--- src/rtl/minv_flag_reader_if.sv ---
// rtl/minv_flag_reader_if.sv - request/response bundle between the minv consumer and the flag reader
interface minv_flag_reader_if #(
    parameter int WIDTH = 256,
    parameter int GEN_W = 4
);
    logic             req_valid;
    logic             req_ready;
    logic             rsp_valid;
    logic             rsp_ready;
    logic [WIDTH-1:0] rsp_data;
    logic             rsp_bank;
    logic [GEN_W-1:0] rsp_gen;
    logic             rsp_stale;

    modport master (
        output req_valid, rsp_ready,
        input  req_ready, rsp_valid, rsp_data, rsp_bank, rsp_gen, rsp_stale
    );

    modport slave (
        input  req_valid, rsp_ready,
        output req_ready, rsp_valid, rsp_data, rsp_bank, rsp_gen, rsp_stale
    );
endinterface

--- src/rtl/minv_flag_reader.sv ---
// rtl/minv_flag_reader.sv - coherent minv read from regx1/regx2 with stale tracking across flag writes
module minv_flag_reader #(
    parameter int WIDTH = 256,
    parameter int GEN_W = 4
) (
    input  logic                 clk,
    input  logic                 rst_n,
    input  logic                 minv_flag,
    input  logic                 minv_flag_we,
    input  logic [WIDTH-1:0]     regx1_q,
    input  logic [WIDTH-1:0]     regx2_q,
    output logic                 minv_rd_busy,
    minv_flag_reader_if.slave    rd
);

    typedef enum logic [1:0] {
        S_IDLE = 2'd0,
        S_WAIT = 2'd1,
        S_RESP = 2'd2
    } state_t;

    state_t           state;
    state_t           state_nxt;
    logic             capture;
    logic [GEN_W-1:0] gen_cnt;
    logic [WIDTH-1:0] data_q;
    logic             bank_q;
    logic [GEN_W-1:0] gen_q;
    logic             stale_q;

    always_ff @(posedge clk or negedge rst_n) begin
        if (!rst_n) begin
            state <= S_IDLE;
        end else begin
            state <= state_nxt;
        end
    end

    // A request landing on a flag write is deferred one edge so the capture
    // sees the settled flag instead of racing the register update.
    always_comb begin
        state_nxt = state;
        capture   = 1'b0;
        case (state)
            S_IDLE: begin
                if (rd.req_valid) begin
                    capture   = !minv_flag_we;
                    state_nxt = minv_flag_we ? S_WAIT : S_RESP;
                end
            end
            S_WAIT: begin
                capture   = 1'b1;
                state_nxt = S_RESP;
            end
            S_RESP: begin
                if (rd.rsp_ready) begin
                    state_nxt = S_IDLE;
                end
            end
            default: state_nxt = S_IDLE;
        endcase
    end

    always_ff @(posedge clk or negedge rst_n) begin
        if (!rst_n) begin
            gen_cnt <= '0;
            data_q  <= '0;
            bank_q  <= 1'b0;
            gen_q   <= '0;
            stale_q <= 1'b0;
        end else begin
            if (minv_flag_we) begin
                gen_cnt <= gen_cnt + GEN_W'(1);
            end
            if (capture) begin
                data_q  <= minv_flag ? regx2_q : regx1_q;
                bank_q  <= minv_flag;
                gen_q   <= gen_cnt;
                // only reachable with a write pending in WAIT; IDLE captures require no write
                stale_q <= minv_flag_we;
            end else if (state == S_RESP) begin
                if (rd.rsp_ready) begin
                    stale_q <= 1'b0;
                end else if (minv_flag_we) begin
                    stale_q <= 1'b1;
                end
            end
        end
    end

    assign rd.req_ready  = (state == S_IDLE) && rst_n;
    assign rd.rsp_valid  = (state == S_RESP);
    assign rd.rsp_data   = data_q;
    assign rd.rsp_bank   = bank_q;
    assign rd.rsp_gen    = gen_q;
    assign rd.rsp_stale  = stale_q;
    assign minv_rd_busy  = (state == S_WAIT);

endmodule

--- src/flat_wrapper.sv ---
// flat-port wrapper written by rule: the top's interface ports become plain ports
module minv_flag_reader_flat 
#(
    parameter int WIDTH = 256,
    parameter int GEN_W = 4
)
  (clk, rst_n, minv_flag, minv_flag_we, regx1_q, regx2_q, minv_rd_busy, rd_req_valid, rd_rsp_ready, rd_req_ready, rd_rsp_valid, rd_rsp_data, rd_rsp_bank, rd_rsp_gen, rd_rsp_stale);
  minv_flag_reader_if #(.WIDTH(WIDTH), .GEN_W(GEN_W)) rd_i ();
  input  logic clk;
  input  logic rst_n;
  input  logic minv_flag;
  input  logic minv_flag_we;
  input  logic [WIDTH-1:0] regx1_q;
  input  logic [WIDTH-1:0] regx2_q;
  output logic minv_rd_busy;
  input wire logic [$bits(rd_i.req_valid)-1:0] rd_req_valid;
  input wire logic [$bits(rd_i.rsp_ready)-1:0] rd_rsp_ready;
  output wire logic [$bits(rd_i.req_ready)-1:0] rd_req_ready;
  output wire logic [$bits(rd_i.rsp_valid)-1:0] rd_rsp_valid;
  output wire logic [$bits(rd_i.rsp_data)-1:0] rd_rsp_data;
  output wire logic [$bits(rd_i.rsp_bank)-1:0] rd_rsp_bank;
  output wire logic [$bits(rd_i.rsp_gen)-1:0] rd_rsp_gen;
  output wire logic [$bits(rd_i.rsp_stale)-1:0] rd_rsp_stale;
  assign rd_i.req_valid = rd_req_valid;
  assign rd_i.rsp_ready = rd_rsp_ready;
  assign rd_req_ready = rd_i.req_ready;
  assign rd_rsp_valid = rd_i.rsp_valid;
  assign rd_rsp_data = rd_i.rsp_data;
  assign rd_rsp_bank = rd_i.rsp_bank;
  assign rd_rsp_gen = rd_i.rsp_gen;
  assign rd_rsp_stale = rd_i.rsp_stale;
  minv_flag_reader #(.WIDTH(WIDTH), .GEN_W(GEN_W)) u_core (.clk(clk), .rst_n(rst_n), .minv_flag(minv_flag), .minv_flag_we(minv_flag_we), .regx1_q(regx1_q), .regx2_q(regx2_q), .minv_rd_busy(minv_rd_busy), .rd(rd_i));
endmodule
--- config.mk ---
export PLATFORM = sky130hd
export DESIGN_NAME = minv_flag_reader_flat
export DESIGN_NICKNAME = d
export VERILOG_FILES = /design/src/rtl/minv_flag_reader_if.sv /design/src/rtl/minv_flag_reader.sv /design/src/flat_wrapper.sv
export SDC_FILE = /design/constraint.sdc
export NUM_CORES = 1
export LEC_CHECK = 0
export CAP_MARGIN = 5
export CORE_AREA = 10 10 297 299
export DETAILED_ROUTE_END_ITERATION = 10
export DIE_AREA = 0 0 307 309
export GPL_TIMING_DRIVEN = 0
export PLACE_DENSITY = 0.42
export SYNTH_ARGS = -nofsm -noshare
export SYNTH_HDL_FRONTEND = slang
export SYNTH_SLANG_ARGS = --single-unit
--- constraint.sdc ---
create_clock -name clk -period 2.1 [get_ports clk]
set_input_delay 0.525 -clock clk [delete_from_list [all_inputs] [get_ports clk]]
set_output_delay 0.525 -clock clk [all_outputs]
set_load 0.01 [all_outputs]
==> metrics.md <==
| Metric | Value |
|---|---|
| Postcts setup bufs | 0 |
| Multi-input gate area | 6890 µm² |
| Synthesized area | 14300 µm² |
| GPL Wtd Cong | 0.777 |
| Post-Route WL | 65900 µm |
| Layout area overhead | 74.6% |
| Final Cycle Share | 97.3% |
| Most frequent cells in the layout | 752 x clkdlybuf4s50_1, 278 x mux2_2, 268 x dfrtp_1, 240 x mux2_4, 39 x clkbuf_16 |
| Final min period | 2.04 ns |
| Sequential area share after synthesis | 47.0% |
| Vias in the first global route | 12100 |
| Hold WC Path Type | in -> async |
| P per Cell Area | 1070 nW/µm² |
| Layout Skew | 0.0173 ns |
| Core Rows | 105 |
| CP peak stage delay | 0.59 ns |
| Area taken by flip-flops and latches | 6710 µm² |
| Avg WL per Cell | 23.6 µm |
| Die X-Extent | 307 µm |
| Number of port buffers | 780 |
| Final instance area | 24900 µm² |
| Worst Setup SP | u_core.rd.rsp_data[190] |
| Crit path max fanout | 2 |
| Vias | 10400 |
| DP HPWL | 52800 µm |
| CP Buf/Inv Count | 1 |
| Setup Crit Path Kind | reg -> out |
| Static Leakage | 10.3 nW |
| XOR/XNOR Fraction of Synth Area | 0.184% |
| RR Startpoint | u_core.state[1] |
| Delay-heaviest family, CP | buffers and inverters |
| Syn avg cell area | 16.4 µm² |
| Cts bufs inserted | 37 |
| Post-synthesis mux area share | 47.2% |
| Compound-cell area share of the yosys netlist | 0.342% |
| Hold Fails Final Rpt | 0 |
| Cells on worst reg2reg path | 6 |
| Fillers | 8256 |
| Max Cap Viol | 0 |
| Unique masters post-synth | 26 |
| Peak Freq | 489 MHz |
| Pins Over Slew Limit | 0 |
| Cells along the critical path | clkdlybuf4s50_1 |
| Iter 0 DRT Violations | 287 |
| Final setup viols | 0 |
| Relative slew slack | 43.0% |
| ANT nets after route | 0 |
| Placed instance area | 23500 µm² |
| Final nets | 2217 |
| Clk_lat worst skew | 0.54 ns |
| First-pass GRT wire length | 91000 µm |
| Die ar. | 94900 µm² |
| Proportion of layout cells with a drive suffix above 1 | 37.1% |
| Fin Setup TNS | 0 ns |
| Clock sinks | 268 |
| Mapped Cells | 869 |
| Slew @ Worst Pin | 0.855 ns |
| Worst setup EP type | output port |
| Die height | 309 µm |
| Largest net degree at the start of global routing | 84 |
| DR pass1 iterations | 6 |
| Net count after synthesis | 1388 |
| Total global routing overflow | 0 |
| Residual DRC | 0 |
| Maximum clock path buffer count | 3 |
| Final total power | 0.0266 W |
| Area of the core | 81800 µm² |
| Initial antenna violation count | 6 |
| Reg2Reg Setup Slack | 0.25 ns |
| CP arrival | 1.52 ns |
| IO Pins | 783 |
| Element type at the critical path start | flip-flop |
| Most common cell after layout, fill and taps aside | clkdlybuf4s50_1 |
| R2R Path End | u_core.rd.rsp_data[253] |
| Largest family of logic cells by synthesized area | multiplexers |
| CP max stage cell | clkdlybuf4s50_1 |
| Required @ worst endpoint | 1.57 ns |
| RSZ-0062 raised after global routing | false |
| Clk root buf | clkbuf_16 |
| Via/cell ratio | 3.74 |
| VDD IR max | 0.000438 V |
| CTS tree | done |
| Yosys Warn Count | 0 |
| Status | finished clean |
| Htree depth | 2 |
| Synth Register Bits | 268 |
| GRT Resource Usage Total | 13.2% |
| Reg clk slew, reported paths | 0.05 ns |
| Adder-cell share of the synthesized area | 0.0878% |
| Simple-gate share of the synthesized area | 0.386% |
| Starting Density | 17.4% |
[logic make-up after synthesis]
family / Yosys count
xor+xnor: 3
compound gates: 7
simple gates: 10
fa+ha+maj: 1
mux: 518
buf+inv: 62
flops: 268
[power breakdown]
group	leakage [nW]	internal, W	switching, W
Clock	0.604	0.00392	0.00242
Sequential	3.14	0.00722	0.00118
Combinational	6.56	0.00748	0.00438
Total	10.3	0.0186	0.00798
[per-layer routing]
layer  wire length (µm)  track usage, %
met4               1230            3.19
met3               5270            4.44
met1              24300            13.9
met5                 40               0
met2              35100            24.7
[how the worst max path moves through the flow]
stage | endpoint | slack, ns | depth (start not counted)
finish | rd_rsp_data[190] | 0.06 | 1
global route | rd_rsp_data[139] | 0.004 | 1
CTS | rd_rsp_data[65] | 0.002 | 1
detailed placement | rd_req_ready | -1.01 | 4
global placement | u_core.rd.rsp_data[34] | -12.39 | 1
floorplan | u_core.rd.rsp_data[0] | 0.27 | 5
[area by class of cell]
cell class | count | area share, %
diodes | 1 | 0.0101
plain buffers | 61 | 2.70
clock buffers | 60 | 4.72
clock inverters | 4 | 0.196
inverters | 1 | 0.0151
multi-input cells | 539 | 27.7
flip-flops and latches | 268 | 26.9
well taps | 1070 | 5.38
repair buffers | 790 | 32.4
[registers in the layout, indices dropped and copies added (netlist names)]
name / count
u_core.gen_cnt: 4
u_core.rd.rsp_gen: 4
u_core.rd.rsp_bank: 1
u_core.state: 2
u_core.rd.rsp_stale: 1
u_core.rd.rsp_data: 256
[stage by stage]
step                      util (%)  worst slack, ns  instances  hold WS, ns
final                         30.4           0.0558       2794       0.0458
after global routing          30.4          0.00417       2794       0.0438
after CTS                     30.4          0.00216       2793       0.0199
after detailed placement      28.7            -1.01       2721        0.489
after global placement        28.6           -12.39       2719        0.471
after floorplan                  -            0.270        869        0.229
[cell usage after synthesis (all sizes together)]
master | count | area, µm²
nor3b | 1 | 7.51
xnor2 | 2 | 17.5
o21ai | 1 | 5.00
o21ba | 1 | 10.0
nor2b | 2 | 15.0
nor3 | 1 | 5.00
o32ai | 1 | 8.76
xor2 | 1 | 8.76
inv | 1 | 3.75
nand2b | 1 | 6.26
nand4 | 1 | 6.26
o21bai | 1 | 7.51
nor2 | 2 | 7.51
buf | 48 | 621
mux2 | 518 | 6730
o21a | 1 | 7.51
clkbuf | 13 | 50.0
ha | 1 | 12.5
dfrtp | 268 | 6710
a21oi | 2 | 10.0
nand2 | 2 | 7.51
[what timing repair did]
item / CTS / global route
cloned: 3 / 0
hold buffers: 5 / 0
endpoints found under the setup margin: 30 / 9
pin swaps: 0 / 1
hold endpoints to repair: 79 / 0
resized for setup: 33 / 9
No activity file was read; power rests on OpenSTA's default activity.
==> edit: new RTL, config.mk and constraints unchanged <==
Encoding of `state_t`: now one-hot (3 bits for 3 states).
--- a/src/rtl/minv_flag_reader.sv
+++ b/src/rtl/minv_flag_reader.sv
@@ -14,8 +14,8 @@
 );
 
-    typedef enum logic [1:0] {
-        S_IDLE = 2'd0,
-        S_WAIT = 2'd1,
-        S_RESP = 2'd2
+    typedef enum logic [2:0] {
+        S_IDLE = 3'b001,
+        S_WAIT = 3'b010,
+        S_RESP = 3'b100
     } state_t;
 
Behaviour: same outputs for any inputs over 4 cycles, from zero or initial values and one cycle with rst_n low; so few cycles prove little.
==> edit against the original RTL <==
The run now ends with hold timing, setup timing left. Non-clock buffer count up 29. Area after synthesis fell by 10%. Setup slack lost 0.084 ns. Sequential power rose by 7.7%. Cell area decreased by 5.7%. Wire length is 8.1% higher. Sequential cell count up 1. Die area unchanged. Critical path depth grew 2. Fmax fell by 3.9%. Via count is 15% higher. Register-to-register slack about the same. Total power increased by 11%.
==> edit: results (changes against the original RTL) <==
| Metric | Value |
|---|---|
| Status | `complete, but fails checks` |
| Failing checks | `hold timing, setup timing` |
| Crit-path max FO | `6 (+4)` |
| Final hold slack | `-0.1238 ns (-0.1695 ns)` |
| Endpoints failing hold | `58 (+58)` |
| Static Leak | `9.732 nW (-5.5%)` |
| Number of global-route vias before repair | `13.35k (+10%)` |
| First-pass GRT wire length | `98770 um (+8.5%)` |
| Non-Clock Buffer Count | `880 (+3.4%)` |
| Inverters, non-clock | `2 (+1)` |
| Final nets | `2507 (+13%)` |
| GR Layer Usage met2 | `25.60% (+0.87 points)` |
| Wire length on met2 | `36900 um (+5.1%)` |
| Wire per inst | `23.08 um (-2.2%)` |
| Signal buf overhead | `37.20% (+2.1 points)` |
| Syn_nets | `1675 (+21%)` |
| VDD IR max | `0.5556 mV (+27%)` |
| N_diodes | `5 (+4)` |
| Buffers on Ports | `781 (+0.13%)` |
| Crit path from | `u_core.state[0]$_DFFE_PN1P_` |
| Num sequential | `269 (+0.37%)` |
| Clock-cell share of area | `5.617% (+0.70 points)` |
| Fraction of area in registers | `28.69% (+1.8 points)` |
| Final setup vio count | `1 (+1)` |
| M1 WL | `26900 um (+11%)` |
| Initial antenna violation count | `10 (+4)` |
| Largest net degree at the start of global routing | `107 (+27%)` |
| RR Endpoint | `u_core.rd.rsp_gen[2]$_DFFE_PN0P_` |
| Final worst slack | `-0.02794 ns (-0.08375 ns)` |
| WP data arrival | `1.60 ns (+0.08 ns)` |
| Skew final | `0.007555 ns (-0.009713 ns)` |
| Yosys cell types | `31 (+19%)` |
| First-pass DRT Iterations | `5 (-1)` |
| Synth-to-Final Area Change | `83.67%` |
-- edit: what timing repair did --
| item | in CTS | in global routing |
|---|---|---|
| resized for setup | 41 | 7 |
| pin swaps | 0 | 2 |
| endpoints found under the hold margin | 58 | 58 |
| setup endpoints to repair | 19 | 112 |
| setup buffers | 7 | 3 |
| gates cloned | 1 | 0 |
-- edit: logic make-up (layout without fill, tap and decap cells) --
group,count (synthesis),in the layout,synth area share [%]
buffers and inverters,88,945,5.814
AND/OR/NAND/NOR,271,271,8.369
XOR/XNOR,3,3,0.2056
other,0,5,0
flip-flops,269,269,52.67
AO/OA/AOI/OAI,262,262,12.27
multiplexers,262,262,20.58
adder cells (fa/ha/maj),1,1,0.09787
-- edit: power by group through the flow --
stage,logic (mW),registers [mW],clock network (mW)
after global placement,13.8,9.08,0
after floorplan,4.20,10.1,0
after CTS,13.9,9.08,7.14
final,13.6,9.05,6.87
after global routing,14.7,9.40,7.32
after detailed placement,13.9,9.16,0
